==> config.mk <==
export PLATFORM = sky130hd
export DESIGN_NAME = bindct_2d_row_ctrl
export DESIGN_NICKNAME = d
export VERILOG_FILES = /design/src/rtl/bindct_2d_row_ctrl.sv
export SDC_FILE = /design/constraint.sdc
export NUM_CORES = 2
export LEC_CHECK = 0
export CAP_MARGIN = 10
export CORE_ASPECT_RATIO = 0.6
export CORE_UTILIZATION = 45
export CTS_BUF_LIST = sky130_fd_sc_hd__clkbuf_4 sky130_fd_sc_hd__clkbuf_8
export CTS_CLUSTER_DIAMETER = 80
export DETAILED_ROUTE_END_ITERATION = 7
export PLACE_DENSITY = 0.69
export SLEW_MARGIN = 25
export SYNTH_ARGS = -nofsm -noshare
export SYNTH_HDL_FRONTEND = slang
export SYNTH_SLANG_ARGS = --single-unit
==> constraint.sdc <==
create_clock -name clk -period 7.5 [get_ports clk]
set_clock_uncertainty 0.2 [all_clocks]
set_input_delay 0.75 -clock clk [delete_from_list [all_inputs] [get_ports clk]]
set_output_delay 0.75 -clock clk [all_outputs]
set_load 0.02 [all_outputs]
==> src/rtl/bindct_2d_row_ctrl.sv <==
// -----------------------------------------------------------------------------
// bindct_2d_row_ctrl
//
// Row-pass sequencer for an 8x8 binDCT block. Accepts eight pixel rows from
// the block fetcher, hands each one to the shared 1D row engine with a
// one-cycle load, captures every engine result into an 8x8 transpose buffer
// and finally streams that buffer out column by column to the column pass.
//
// Optional feature (macro BINDCT_WDOG_EN): engine-response watchdog. When the
// engine fails to answer within WDOG_CYCLES WAIT cycles, the partial block is
// dropped, the sequencer returns to FETCH and the sticky err flag is raised.
// Without the macro, WAIT waits indefinitely and err is tied to 0.
//
// Handshakes: a transfer happens on a rising clk edge where valid and ready
// are both 1. row_ready/col_valid/dct_ready depend only on state (and, for
// dct_ready, combinationally on dct_valid); data is held stable while
// valid is high and ready is low.
//
// Ports:
//   clk        clock
//   rst        synchronous reset, active-low (engine gets the inverted copy)
//   row_in     pixel row from upstream, element k = x[k] (two's complement)
//   row_valid  upstream row available
//   row_ready  controller accepts a row this cycle (FETCH only)
//   dct_x      registered row presented to engine x_in
//   dct_load   one-cycle load strobe to engine
//   dct_y      engine y_out
//   dct_valid  engine valid_out
//   dct_ready  engine ready_in, result consumed (WAIT only)
//   col_out    column c of buffer: col_out[r] = buf[r][c]
//   col_valid  column available (DRAIN only)
//   col_ready  downstream accepts column
//   col_idx    current column index c
//   col_last   col_valid && c == 7
//   err        sticky watchdog error
// -----------------------------------------------------------------------------
module bindct_2d_row_ctrl #(
  parameter int IN_WIDTH    = 8,
  parameter int OUT_WIDTH   = 20,
  parameter int WDOG_CYCLES = 15
) (
  input  logic                          clk,
  input  logic                          rst,
  input  logic [7:0][IN_WIDTH-1:0]      row_in,
  input  logic                          row_valid,
  output logic                          row_ready,
  output logic [7:0][IN_WIDTH-1:0]      dct_x,
  output logic                          dct_load,
  input  logic [7:0][OUT_WIDTH-1:0]     dct_y,
  input  logic                          dct_valid,
  output logic                          dct_ready,
  output logic [7:0][OUT_WIDTH-1:0]     col_out,
  output logic                          col_valid,
  input  logic                          col_ready,
  output logic [2:0]                    col_idx,
  output logic                          col_last,
  output logic                          err
);

  typedef enum logic [1:0] {
    S_FETCH = 2'd0,
    S_LOAD  = 2'd1,
    S_WAIT  = 2'd2,
    S_DRAIN = 2'd3
  } state_t;

  state_t state;
  state_t state_n;

  logic [2:0] r;   // buffer row being filled
  logic [2:0] c;   // buffer column being drained

  // Transpose buffer: mem[r] holds engine result of row r, element k at [k].
  logic [7:0][OUT_WIDTH-1:0] mem [8];

  // Asserted in the WAIT cycle where the engine has run out of time.
  logic wd_expire;

`ifdef BINDCT_WDOG_EN
  localparam int WD_W = $clog2(WDOG_CYCLES);

  logic [WD_W-1:0] wd_cnt;
  logic            err_q;

  assign wd_expire = (state == S_WAIT) && !dct_valid &&
                     (wd_cnt == WD_W'(WDOG_CYCLES - 1));

  always_ff @(posedge clk) begin
    if (!rst) begin
      wd_cnt <= '0;
      err_q  <= 1'b0;
    end else begin
      if (state == S_LOAD) begin
        wd_cnt <= '0;
      end else if ((state == S_WAIT) && !dct_valid) begin
        wd_cnt <= wd_cnt + 1'b1;
      end
      if (wd_expire) begin
        err_q <= 1'b1;
      end
    end
  end

  assign err = err_q;
`else
  // Keeps the watchdog limit referenced so the parameter stays meaningful
  // in builds without the watchdog.
  logic unused_wdog;
  assign unused_wdog = (WDOG_CYCLES > 5);
  assign wd_expire   = 1'b0;
  assign err         = 1'b0;
`endif

  // State register and datapath registers.
  always_ff @(posedge clk) begin
    if (!rst) begin
      state <= S_FETCH;
      r     <= 3'd0;
      c     <= 3'd0;
      dct_x <= '0;
      for (int i = 0; i < 8; i++) begin
        mem[i] <= '0;
      end
    end else begin
      state <= state_n;
      case (state)
        S_FETCH: begin
          if (row_valid) begin
            dct_x <= row_in;
          end
        end
        S_WAIT: begin
          if (dct_valid) begin
            mem[r] <= dct_y;
            r      <= (r == 3'd7) ? 3'd0 : r + 3'd1;
          end else if (wd_expire) begin
            // Partial block discarded: next accepted row restarts at row 0.
            r <= 3'd0;
          end
        end
        S_DRAIN: begin
          if (col_ready) begin
            c <= (c == 3'd7) ? 3'd0 : c + 3'd1;
          end
        end
        default: begin
        end
      endcase
    end
  end

  // Next-state and handshake outputs.
  always_comb begin
    state_n   = state;
    row_ready = 1'b0;
    dct_load  = 1'b0;
    dct_ready = 1'b0;
    col_valid = 1'b0;
    case (state)
      S_FETCH: begin
        row_ready = 1'b1;
        if (row_valid) begin
          state_n = S_LOAD;
        end
      end
      S_LOAD: begin
        dct_load = 1'b1;
        state_n  = S_WAIT;
      end
      S_WAIT: begin
        // Ready mirrors valid so the result is consumed the cycle it appears;
        // the following FETCH cycle provides the mandatory gap before the
        // next load.
        dct_ready = dct_valid;
        if (dct_valid) begin
          state_n = (r == 3'd7) ? S_DRAIN : S_FETCH;
        end else if (wd_expire) begin
          state_n = S_FETCH;
        end
      end
      S_DRAIN: begin
        col_valid = 1'b1;
        if (col_ready && (c == 3'd7)) begin
          state_n = S_FETCH;
        end
      end
      default: begin
        state_n = S_FETCH;
      end
    endcase
  end

  // Column read-out: transpose by selecting element c of every stored row.
  always_comb begin
    for (int rr = 0; rr < 8; rr++) begin
      col_out[rr] = mem[rr][c];
    end
  end

  assign col_idx  = c;
  assign col_last = col_valid && (c == 3'd7);

endmodule

Word level (Yosys, flattened, before mapping):

Memory sizes are Yosys's and may differ from the RTL's.
Cells that the tools add are included.

* bits of input ports: 229
* memory bits (writable): 1280
* bits in registers: 72
* memories: 1
* output and inout port bits: 233
* logic and storage cells: 66

* reduce and logical (&&, ||, !) cells: 8
* equal/unequal tests: 8
* magnitude comparators: 1
* mux-type cells: 35
* add/subtract/negate cells: 2

Memories
* mem: words 8, width 160, read ports 8, clocked after memory_dff 0, write ports 8, line 74 `logic [7:0][OUT_WIDTH-1:0] mem [8];`

Operator list (count)
* $bmux 20 s3: 8
* $mux 160: 1
* $mux 20: 8
* $reduce_or 160->1: 1
* $mux 1: 10
* $mux 3: 3
* $mux 2: 4
* $pmux 2 s4: 1
* $add 3x1->3 const B: 2
* $eq 3x3->1 const B: 2
* $ne 2x2->1 const B: 3
* $reduce_and 2->1: 3
* $eq 2x2->1 const B: 2
* $lt 3x4->1 const B: 1
* $reduce_and 3->1: 1
* $eq 2x1->1 const B: 1
* $logic_and 1x1->1: 2
* $logic_not 2->1: 1

Depth between registers and ports, before layout:

* word-level depth: 6
* mapped depth: 7
* mapped depth without buffers: 5

Worst setup path after synthesis:

Ideal clock, no wire load.

* path kind: input port to flip-flop
* start: input rst
* end: memory mem[2][0] (netlist bit), enable pin
* stages on the path: 5
* data required time: 6751 ps
* data arrival time: 5598 ps
* path slack: 1154 ps
* path through: buf_4 nand4b_4 nor3_4 buf_8 nand2b_1

RTL lines
* start: declaration: line 43 `input logic rst,`
* end: declaration: line 74

==> results by stage <==
Worst setup path:
- The worst setup path is launched from a register.
- The startpoint-to-endpoint class of the critical path is reg2out.
- Data on the critical path is required at its endpoint by 6.55 ns.
- The maximum fanout along the worst path is 54.
- In this run the worst setup path begins at col_idx[1].
- The capturing element type of the critical path is an output port.
- Data on the critical path arrives at its endpoint at 4.14 ns.
- In this run the critical register-to-register path is launched from state[1].

Cells and area:
- The net count of the finished layout is 4303.
- In the layout the commonest cells are and2_1 (1281), edfxtp_1 (1280), clkdlybuf4s50_1 (459).
- The fraction of layout instances using a drive strength above 1 is 0.201.
- The area growth from synthesis to layout is 15.6%.
- The library cell used most frequently in the layout, excluding fill and tap cells, is and2_1.
- Leaving out filler cells and counting taps, the final layout contains 6031.
- The layout filler cell count is 10600.

Timing:
- Based on the critical path, the design can be clocked at up to 196 MHz.
- The routed design could run at a clock period as short as 5.09 ns.
- The final setup violation count is 0.
- Setup repair after global routing left no endpoint under its margin.
- After routing, the total negative slack on setup checks comes to 0 ns.
- For the pin with the worst max-slew slack, the measured transition is 1.03 ns.
- The share of the clock period used by the worst path after layout is 0.679.
- The hold violation count in the final report is 0.
- The max-slew violation count is 0.
- The worst max-slew margin expressed relative to the limit is 0.309.

Synth:
- Summing every instance area after synthesis gives 0.0603 mm².
- For this run, the number of Yosys warnings is 0.
- The part of the Yosys area used for sequential elements is 0.662.
- After synthesis the netlist holds a flip-flop and latch count of 1352.
- The average instance in the mapped netlist occupies 16.7 µm².
- In the synthesized netlist, the number of instances is 3619.
- The count of distinct cell types in the synthesized netlist is 35.
- The number of nets handed over by synthesis was 3852.

Floorplan:
- The die covers 0.135 mm².
- The floorplan has 103 rows.
- Measured along the x axis, the die boundary spans 474 µm.
- The initial utilization of the core area, before any placement, comes to 0.456.
- Pin placement for this block handled 462 I/O pins.
- The core region is 0.132 mm².
- The die is 285 µm tall.

Clocking:
- The clock tree from TritonCTS is yes.
- The H-tree was split into 4 levels.
- The cell sitting at the root of the clock tree is a clkbuf_8.
- Gates resized during post-CTS repair numbered 0.
- TritonCTS created 198 clock buffers.
- The clock transition at the registers of the reported paths is 0.06 ns.
- The longest clock path from root to sink contains 3 buffers.
- For this design, the sink count on the clock tree is 1352.
- After clock tree synthesis, the setup repair step added 0 buffers.
- The later pin in the worst-skew pair is clocked with a latency of 0.89 ns.
- For this design, the CTS-stage hold fixing added 0 buffers.

Global routing:
- For this run, the total global-route usage over all layers was measured as 0.258.
- The via count of the first global-routing pass came to 32300.
- The global-route wire length before repair is 243000 µm.
- The initial antenna violation count is 98.
- The total grt overflow is 0.
- The maximum number of pins on one net before global-route repair is 133.

Detailed routing:
- The DRC marker count from the first detailed-route iteration is 5613.
- The via-per-instance ratio is 5.62.
- The via count is 33900.
- The detailed-routed wire length on met2 is 68400 µm.
- The first TritonRoute pass finished after 8 iterations.
- Dividing the detail-routed wire length by the instance count gives 29.0 µm.
- For this run, design rule violations remaining after detail routing come to 0.
- The routed design has 175000 µm of wire.
- The routed metal-1 wire length is 74600 µm.
- The highest routed metal layer is met5.
- The residual antenna-violating net count after detailed routing is 0.
- The routed design uses 28500 µm of met3 wire.

Hold path:
- In this run the worst hold path is classified as in2reg.
- The startpoint of the lowest-slack hold path is row_in[35].

Place:
- At the end of routability-driven placement, the weighted congestion stood at 0.874.
- The post-placement cell count is 5653.
- The count of buffers inserted at the top-level ports is 460.
- Detailed placement finished with a half-perimeter wire length of 115000 µm.

Power:
- The leakage power is 24.6 nW.
- The total internal power is 11.9 mW.
- The total power per unit cell area is 224 mW/mm².
- The share of total power in sequential cells is 0.550.
- The share of total power dissipated in the clock network is 0.382.
- For this design the total switching power over the nets is 3.68 mW.
- The maximum resistive drop on vdd is 0.000154 V.
- The total power after layout is 15.6 mW.
- Of the total power, combinational logic draws 0.068.
- The switching part of the total power is 0.236.

Run:
- Max-cap violations in this run came to 0.

Run status:
- The flow ran to the end, and the final reports show no timing, DRC or antenna violations.
[registers in the layout (all words and copies together) (netlist names)]
signal	cells
state	2
dct_x	64
r	3
col_idx	3
mem	1280
[per-layer routing]
metal | GRT usage | vias to the layer above
met1 | 0.405 | 17300
li1 | - | 14300
met5 | 0 | -
met2 | 0.326 | 2125
met3 | 0.106 | 210
met4 | 0.0615 | 16
[logic make-up after synthesis]
family | share of synthesized area
and+or+nand+nor | 0.147
adders and majority gates | 0.000830
other | 0.0000622
buffers and inverters | 0.0322
AOI/OAI and AO/OA | 0.00876
muxes | 0.150
DFF | 0.662
[Yosys cell counts]
| master | number | area [µm²] |
|---|---|---|
| and4b_1 | 1 | 10.0 |
| mux2i_1 | 3 | 30.0 |
| buf_6 | 35 | 394 |
| buf_4 | 3 | 22.5 |
| nand3b_1 | 2 | 15.0 |
| or3b_2 | 2 | 17.5 |
| and3_1 | 3 | 18.8 |
| nor3_4 | 6 | 97.6 |
| a21oi_1 | 1 | 5.00 |
| nand3_1 | 3 | 15.0 |
| nand2b_1 | 11 | 68.8 |
| buf_12 | 3 | 60.1 |
| nor2b_1 | 4 | 25.0 |
| or3_1 | 2 | 12.5 |
| clkbuf_2 | 10 | 50.1 |
| edfxtp_1 | 1280 | 38400 |
| buf_8 | 54 | 811 |
| nor2_1 | 2 | 7.51 |
| and2_1 | 1281 | 8010 |
| mux2_2 | 160 | 1800 |
| o211ai_1 | 1 | 7.51 |
| buf_2 | 29 | 145 |
| nand2_1 | 133 | 499 |
| a21boi_0 | 68 | 510 |
| mux4_2 | 320 | 7210 |
| conb_1 | 1 | 3.75 |
| buf_1 | 17 | 63.8 |
| ha_1 | 4 | 50.1 |
| nand4b_4 | 1 | 23.8 |
| dfxtp_1 | 72 | 1440 |
| inv_4 | 1 | 6.26 |
| inv_1 | 1 | 3.75 |
| o21ai_0 | 1 | 5.00 |
| clkbuf_1 | 103 | 387 |
| nor3b_1 | 1 | 7.51 |
[stage by stage]
step	hold slack (ns)	worst slack, ns	utilization	area [µm²]
2_1_floorplan	0.341	1.15	-	60300
3_3_place_gp	0.250	2.93	0.497	65700
3_5_place_dp	0.258	2.85	0.497	65700
4_1_cts	0.131	2.33	0.526	69600
5_1_grt	0.178	2.28	0.527	69700
6_report	0.233	2.41	0.527	69700
[worst paths after layout]
check                end  slack [ns]  cells after the start
max          col_out[93]        2.41                      4
min            dct_x[35]        0.23                      3
max reg2reg  mem[2][136]        3.68                      5
min reg2reg     dct_x[3]        0.26                      2
[power by group through the flow]
stage	clock, mW	combinational, mW	sequential [mW]
6_report	5.96	1.06	8.59
5_1_grt	6.36	1.10	8.61
4_1_cts	6.05	1.05	8.60
3_5_place_dp	0	1.04	8.75
3_3_place_gp	0	1.04	8.74
2_1_floorplan	0	0.387	8.80
[critical path, stage by stage, from the launching register on]
cell and delay, ns:
dfxtp_4 0.88, buf_4 0.80, mux4_2 0.41, mux2_2 0.29
clkdlybuf4s50_1 0.74
[final cells by class]
type	instances	area, µm²	share of cell area
clock buffer	274	3340	0.0479
tap	1785	2230	0.0320
multi-input combinational	2011	18500	0.266
clock inverter	82	533	0.00765
sequential	1352	39900	0.572
inverter	2	10.0	0.000144
antenna	20	50.0	0.000718
timing repair buffer	505	5110	0.0733
(Power assumes the default switching activity.)
